$ cat src/rtl/load_store_unit_if.sv
// Core request/response and Data_memory port bundle for load_store_unit.
// The LSU uses the slave modport; the core plus memory side uses master.
interface load_store_unit_if #(
  parameter int N = 20
);
  logic         req_valid;
  logic         req_ready;
  logic         req_we;
  logic [2:0]   req_funct3;
  logic [31:0]  req_addr;
  logic [31:0]  req_wdata;
  logic         rsp_valid;
  logic [31:0]  rsp_rdata;
  logic         rsp_err;
  logic         mem_we;
  logic [N-1:0] mem_addr;
  logic [31:0]  mem_wd;
  logic [31:0]  mem_rd;

  modport slave (
    input  req_valid, req_we, req_funct3, req_addr, req_wdata, mem_rd,
    output req_ready, rsp_valid, rsp_rdata, rsp_err, mem_we, mem_addr, mem_wd
  );

  modport master (
    output req_valid, req_we, req_funct3, req_addr, req_wdata, mem_rd,
    input  req_ready, rsp_valid, rsp_rdata, rsp_err, mem_we, mem_addr, mem_wd
  );
endinterface

$ cat src/rtl/load_store_unit.sv
// RV32 load/store unit in front of a word-wide, synchronous-read data memory.
// Define LSU_MISALIGN_CHECK_EN to flag misaligned/illegal accesses; otherwise alignment is forced.
module load_store_unit #(
  parameter int N = 20,
  parameter int M = 32
) (
  input  logic             clk,
  input  logic             rst_n,
  load_store_unit_if.slave bus
);

  typedef enum logic [1:0] {
    IDLE      = 2'd0,
    LOAD_DATA = 2'd1,
    RMW_MERGE = 2'd2
  } state_t;

  state_t       state;
  state_t       state_next;
  logic [N-1:0] word_q;
  logic [1:0]   off_q;
  logic [2:0]   funct3_q;
  logic [15:0]  wdata_q;
  logic         rsp_valid_q;
  logic         rsp_err_q;
  logic [M-1:0] rsp_rdata_q;
  logic         accept;
  logic         req_err;
  logic         req_word;
  logic         mem_we_c;
  logic [N-1:0] mem_addr_c;
  logic [M-1:0] mem_wd_c;
  logic [M-1:0] merged;
  logic [M-1:0] load_ext;
  logic [7:0]   lane_b;
  logic [15:0]  lane_h;
  logic         unused_addr_bits;

  // Address bits above the memory range alias onto the same word.
  assign unused_addr_bits = ^bus.req_addr[31:N+2];
  assign accept   = bus.req_valid && (state == IDLE);
  assign req_word = bus.req_funct3[1];

`ifdef LSU_MISALIGN_CHECK_EN
  always_comb begin
    req_err = 1'b0;
    if (bus.req_we) begin
      req_err = bus.req_funct3[2] || (bus.req_funct3 == 3'b011);
    end else begin
      req_err = (bus.req_funct3[1:0] == 2'b11) || (bus.req_funct3 == 3'b110);
    end
    if (req_word && (bus.req_addr[1:0] != 2'b00)) begin
      req_err = 1'b1;
    end
    if ((bus.req_funct3[1:0] == 2'b01) && bus.req_addr[0]) begin
      req_err = 1'b1;
    end
  end
`else
  assign req_err = 1'b0;
`endif

  // Lane selection ignores the low offset bits a half/word cannot use, which forces alignment.
  always_comb begin
    lane_b = bus.mem_rd[7:0];
    case (off_q)
      2'd1:    lane_b = bus.mem_rd[15:8];
      2'd2:    lane_b = bus.mem_rd[23:16];
      2'd3:    lane_b = bus.mem_rd[31:24];
      default: lane_b = bus.mem_rd[7:0];
    endcase
    lane_h = off_q[1] ? bus.mem_rd[31:16] : bus.mem_rd[15:0];
    case (funct3_q[1:0])
      2'b00:   load_ext = {{24{~funct3_q[2] & lane_b[7]}}, lane_b};
      2'b01:   load_ext = {{16{~funct3_q[2] & lane_h[15]}}, lane_h};
      default: load_ext = bus.mem_rd;
    endcase
  end

  always_comb begin
    merged = bus.mem_rd;
    if (funct3_q[1:0] == 2'b00) begin
      case (off_q)
        2'd1:    merged[15:8]  = wdata_q[7:0];
        2'd2:    merged[23:16] = wdata_q[7:0];
        2'd3:    merged[31:24] = wdata_q[7:0];
        default: merged[7:0]   = wdata_q[7:0];
      endcase
    end else if (off_q[1]) begin
      merged[31:16] = wdata_q;
    end else begin
      merged[15:0] = wdata_q;
    end
  end

  always_comb begin
    state_next = state;
    mem_we_c   = 1'b0;
    mem_addr_c = word_q;
    mem_wd_c   = bus.req_wdata;
    case (state)
      IDLE: begin
        mem_addr_c = bus.req_addr[N+1:2];
        if (accept && !req_err) begin
          if (!bus.req_we) begin
            state_next = LOAD_DATA;
          end else if (req_word) begin
            mem_we_c = 1'b1;
          end else begin
            state_next = RMW_MERGE;
          end
        end
      end
      LOAD_DATA: state_next = IDLE;
      RMW_MERGE: begin
        mem_we_c   = 1'b1;
        mem_wd_c   = merged;
        state_next = IDLE;
      end
      default: state_next = IDLE;
    endcase
  end

  // Responses are single-cycle pulses; rdata is nonzero only for completed loads.
  always_ff @(posedge clk or negedge rst_n) begin
    if (!rst_n) begin
      state       <= IDLE;
      word_q      <= '0;
      off_q       <= 2'b00;
      funct3_q    <= 3'b000;
      wdata_q     <= 16'h0000;
      rsp_valid_q <= 1'b0;
      rsp_err_q   <= 1'b0;
      rsp_rdata_q <= '0;
    end else begin
      state       <= state_next;
      rsp_valid_q <= 1'b0;
      rsp_err_q   <= 1'b0;
      rsp_rdata_q <= '0;
      if (accept) begin
        word_q   <= bus.req_addr[N+1:2];
        off_q    <= bus.req_addr[1:0];
        funct3_q <= bus.req_funct3;
        wdata_q  <= bus.req_wdata[15:0];
        if (req_err) begin
          rsp_valid_q <= 1'b1;
          rsp_err_q   <= 1'b1;
        end else if (bus.req_we && req_word) begin
          rsp_valid_q <= 1'b1;
        end
      end
      if (state == LOAD_DATA) begin
        rsp_valid_q <= 1'b1;
        rsp_rdata_q <= load_ext;
      end
      if (state == RMW_MERGE) begin
        rsp_valid_q <= 1'b1;
      end
    end
  end

  assign bus.req_ready = (state == IDLE);
  assign bus.rsp_valid = rsp_valid_q;
  assign bus.rsp_err   = rsp_err_q;
  assign bus.rsp_rdata = rsp_rdata_q;
  assign bus.mem_we    = mem_we_c;
  assign bus.mem_addr  = mem_addr_c;
  assign bus.mem_wd    = mem_wd_c;

endmodule
$ cat src/flat_wrapper.sv
// flat-port wrapper written by rule: the top's interface ports become plain ports
module load_store_unit_flat 
#(
  parameter int N = 20,
  parameter int M = 32
)
  (clk, rst_n, bus_req_valid, bus_req_we, bus_req_funct3, bus_req_addr, bus_req_wdata, bus_mem_rd, bus_req_ready, bus_rsp_valid, bus_rsp_rdata, bus_rsp_err, bus_mem_we, bus_mem_addr, bus_mem_wd);
  load_store_unit_if #(.N(N)) bus_i ();
  input  logic clk;
  input  logic rst_n;
  input wire logic [$bits(bus_i.req_valid)-1:0] bus_req_valid;
  input wire logic [$bits(bus_i.req_we)-1:0] bus_req_we;
  input wire logic [$bits(bus_i.req_funct3)-1:0] bus_req_funct3;
  input wire logic [$bits(bus_i.req_addr)-1:0] bus_req_addr;
  input wire logic [$bits(bus_i.req_wdata)-1:0] bus_req_wdata;
  input wire logic [$bits(bus_i.mem_rd)-1:0] bus_mem_rd;
  output wire logic [$bits(bus_i.req_ready)-1:0] bus_req_ready;
  output wire logic [$bits(bus_i.rsp_valid)-1:0] bus_rsp_valid;
  output wire logic [$bits(bus_i.rsp_rdata)-1:0] bus_rsp_rdata;
  output wire logic [$bits(bus_i.rsp_err)-1:0] bus_rsp_err;
  output wire logic [$bits(bus_i.mem_we)-1:0] bus_mem_we;
  output wire logic [$bits(bus_i.mem_addr)-1:0] bus_mem_addr;
  output wire logic [$bits(bus_i.mem_wd)-1:0] bus_mem_wd;
  assign bus_i.req_valid = bus_req_valid;
  assign bus_i.req_we = bus_req_we;
  assign bus_i.req_funct3 = bus_req_funct3;
  assign bus_i.req_addr = bus_req_addr;
  assign bus_i.req_wdata = bus_req_wdata;
  assign bus_i.mem_rd = bus_mem_rd;
  assign bus_req_ready = bus_i.req_ready;
  assign bus_rsp_valid = bus_i.rsp_valid;
  assign bus_rsp_rdata = bus_i.rsp_rdata;
  assign bus_rsp_err = bus_i.rsp_err;
  assign bus_mem_we = bus_i.mem_we;
  assign bus_mem_addr = bus_i.mem_addr;
  assign bus_mem_wd = bus_i.mem_wd;
  load_store_unit #(.N(N), .M(M)) u_core (.clk(clk), .rst_n(rst_n), .bus(bus_i));
endmodule
$ cat config.mk
export PLATFORM = sky130hd
export DESIGN_NAME = load_store_unit_flat
export DESIGN_NICKNAME = d
export VERILOG_FILES = /design/src/rtl/load_store_unit_if.sv /design/src/rtl/load_store_unit.sv /design/src/flat_wrapper.sv
export SDC_FILE = /design/constraint.sdc
export NUM_CORES = 1
export LEC_CHECK = 0
export CORE_AREA = 5 5 80 138
export DETAILED_ROUTE_END_ITERATION = 16
export DIE_AREA = 0 0 85 143
export GPL_TIMING_DRIVEN = 1
export PLACE_DENSITY = 0.86
export RECOVER_POWER = 25
export SYNTH_ARGS = -nofsm -noshare
export SYNTH_HDL_FRONTEND = slang
export SYNTH_SLANG_ARGS = --single-unit
$ cat constraint.sdc
create_clock -name clk -period 4.1 [get_ports clk]
set_input_delay 0.615 -clock clk [delete_from_list [all_inputs] [get_ports clk]]
set_output_delay 0.615 -clock clk [all_outputs]
set_load 0.005 [all_outputs]
==> flow_summary.ini <==
[status]
status = finished with violations
violations = capacitance limit, slew limit

[job]
maxCapViolCount = 1

[routing]
avgRoutedWirePerCell_um = 20.2
drc = 0
dr.pass1.iters = 5
drt_iter0_markers = 320
viasPerCell = 5.96
num_vias = 4442
finalWirelength_mm = 15.1
antenna_left = 0

[global_route]
grt_pass1_vias = 4531
grt_start_max_net_pins = 77
grt.total_usage_pct = 25.3
grt_pass1_wl_mm = 23.9
antenna_found_initial = 0
overflow = 0

[die]
rows = 48
core_area_sq_mm = 0.00973
start_util_pct = 46.2
dieArea_sq_mm = 0.0122
die_w_um = 85
die_h_um = 143
io-pin-count = 191

[setup_path]
crit_fanout = 30
endpoint_kind = primary output
crit_chain = nor2_1, o21ai_0, a221oi_1, clkdlybuf4s50_1
cp.required_ns = 3.48
cp_data_arrival_time_ns = 2.92
crit_slowest_cell = dfrtp_1
path_buf_inv = 1
start_kind = flop
max_stage_delay_ns = 0.68
critPathTopFamily = flip-flops
critical_path_class = flop to primary output

[synthesis]
synth_top_area_share_pct = 42.4
synth_fp_nets = 567
synth_cell_types = 43
yosys_warnings = 0
netlist_instances = 464
synth_edf_count = 0
syn_avg_cell_area_sq_um = 9.68
synth_compound_area_share_pct = 14.2
synth_top_family_by_area = simple AND/OR/NAND/NOR gates
netlist_area_sq_mm = 0.00449
synth-main-ff-cell = dfrtp_1
synthTopCellsByArea = dfrtp_1, mux2_2, nand3_1, nor2_1, a221oi_1
yosysTopAreaCell = dfrtp_1
ys_seq_elements = 76
synth-seq-area-share_pct = 42.4
synth_mux_area_share_pct = 18.6
async_flop_share_pct = 100
synthAdderAreaFrac_pct = 0
synthXorXnorAreaFrac_pct = 0
synthSimpleGateAreaFrac_pct = 18.6

[clock_network]
clkSinkCount = 76
cts_root_buf = clkbuf_16
ctsResizeCount = 0
cts_setup_buffers = 0
cts_buffers = 9
clk_pin_slew_ns = 0.06
cts_hold_buf = 0
clockBufferDepth = 2
cts_tree = built
h-tree-depth = 3
clk_latency_ns = 0.34

[sta]
finalSetupTns_ns = 0
rsz0062_at_grt = no
fmax_ghz = 0.283
worst_pin_slew_ns = 1.89
worst_slack_ns = 0.563
max-slew-margin-rel_pct = -26.1
hold_violations = 0
fin_crit_ns = 3.54
fin_skew_ns = 0.00573
fin_crit_sh_pct = 86.3
drv_slew = 77
setup-violations-final = 0

[power_and_ir_drop]
power_frac_clock_pct = 33.4
p_comb_share_pct = 28.8
p_int_w = 0.00172
cellLeakagePower_nw = 2.71
peakVddDrop_v = 0.000385
power_frac_seq_pct = 37.8
p_per_area_mw_per_mm2 = 365
switching_share_pct = 28.4
p_sw_w = 0.000681
p_total_w = 0.00240

[layout]
multi_input_area_sq_mm = 0.00232
drive_gt1_share_pct = 16.5
area_growth_pct = 46.4
seq_area_sq_mm = 0.00190
layoutNonFillerInstCount = 745
diodes = 0
fin_nets = 718
n_fill_cell = 761

[place]
post-place-ws_ns = 0.965
dpl.cell_count = 729
hpwl_mm = 11.6
io_buffers = 179
place_congestion = 0.957

[hold_path]
hold_class = flop to flop
==> cell usage after synthesis (all sizes together), types with 11 or more instances <==
cell and instances:
a221oi 16, a31oi 18, buf 27, clkbuf 17, dfrtp 76, inv 17, mux2 66, nand2 26
nand3 35, nand4 12, nor2 38, nor2b 11, o21ai 27
==> cell type report <==
class                   instances  area share (%)
inverters                      18            1.03
well taps                     125            2.38
repair buffers                184            27.7
clock inverters                 4           0.723
flip-flops and latches         76            28.9
clock buffers                  12            3.90
multi-input cells             326            35.3
==> power by group through the flow <==
stage	sequential, W	clock (W)	combinational [W]
3_3_place_gp	0.000915	0	0.000672
3_5_place_dp	0.000919	0	0.000687
4_1_cts	0.000906	0.000812	0.000692
2_1_floorplan	0.000888	0	0.000371
5_1_grt	0.000922	0.000845	0.000747
6_report	0.000908	0.000802	0.000690
==> per-layer routing <==
layer	up-vias	global-route usage [%]	wire length [um]
li1	2005	-	-
met1	2110	27.1	5080
met2	270	45.0	7910
met3	57	6.76	1330
met4	0	12.8	739
met5	-	0	0
==> state kept, by name (all words and copies together) (netlist names) <==
| signal | cells |
|---|---|
| u_core.word_q | 20 |
| u_core.funct3_q | 3 |
| u_core.state | 2 |
| u_core.bus.rsp_valid | 1 |
| u_core.off_q | 2 |
| u_core.wdata_q | 16 |
| u_core.bus.rsp_rdata | 32 |
==> cells by family after synthesis <==
kind of cell / Yosys count
AND/OR/NAND/NOR: 156
AO/OA/AOI/OAI: 95
flip-flops: 76
multiplexers: 74
buffers and inverters: 62
other: 1
==> cell usage in the layout (no fill, tap or decap), types with 2 or more instances in the layout <==
master           synthesis  layout
clkdlybuf4s50_1          0     178
dfrtp_1                 76      76
mux2_2                  66      66
nor2_1                  38      37
nand3_1                 35      35
o21ai_0                 27      27
nand2_1                 26      26
a31oi_1                 18      18
inv_1                   17      17
a221oi_1                16      16
nand4_1                 12      12
nor2b_1                 11      10
nand2b_1                10      10
clkbuf_16                0       9
a2111oi_0                8       8
a21oi_1                  8       8
o211ai_1                 7       7
mux2i_1                  7       7
a211oi_1                 7       7
buf_4                    4       5
or4b_1                   4       4
or4b_2                   4       4
nor3_1                   2       2
or3_1                    2       2
and2b_1                  2       2
a21oi_2                  2       2
nor3b_2                  1       2
clkinv_2                 0       2
clkbuf_8                 0       2
==> worst paths after layout <==
| kind | endpoint | cells past startpoint | slack, ns | from |
|---|---|---|---|---|
| max in group asynchronous | u_core.bus.rsp_rdata[14] | 1 | 2.19 | rst_n |
| min in group asynchronous | u_core.wdata_q[3] | 1 | 0.80 | rst_n |
| min reg2reg | u_core.wdata_q[14] | 1 | 0.50 | u_core.wdata_q[14] |
| max reg2reg | u_core.bus.rsp_rdata[15] | 3 | 1.93 | u_core.funct3_q[1] |
| min | u_core.wdata_q[14] | 1 | 0.50 | u_core.wdata_q[14] |
| max | bus_mem_wd[26] | 4 | 0.56 | u_core.funct3_q[0] |
==> worst reg2reg max path: cells and delay by family (launching register included) <==
family                 cells  cell delay, ns
AOI/OAI and AO/OA          2            0.57
DFF                        1            0.84
buffers and inverters      1            0.65
==> metrics by stage <==
stage | hold WS, ns | util, % | instance area [sq um]
2_1_floorplan | 0.319 | - | 4490
3_3_place_gp | 0.485 | 64.5 | 6270
3_5_place_dp | 0.491 | 64.5 | 6270
4_1_cts | 0.458 | 67.6 | 6580
5_1_grt | 0.524 | 67.6 | 6580
6_report | 0.503 | 67.6 | 6580
Power figures use the tool's default switching activity.
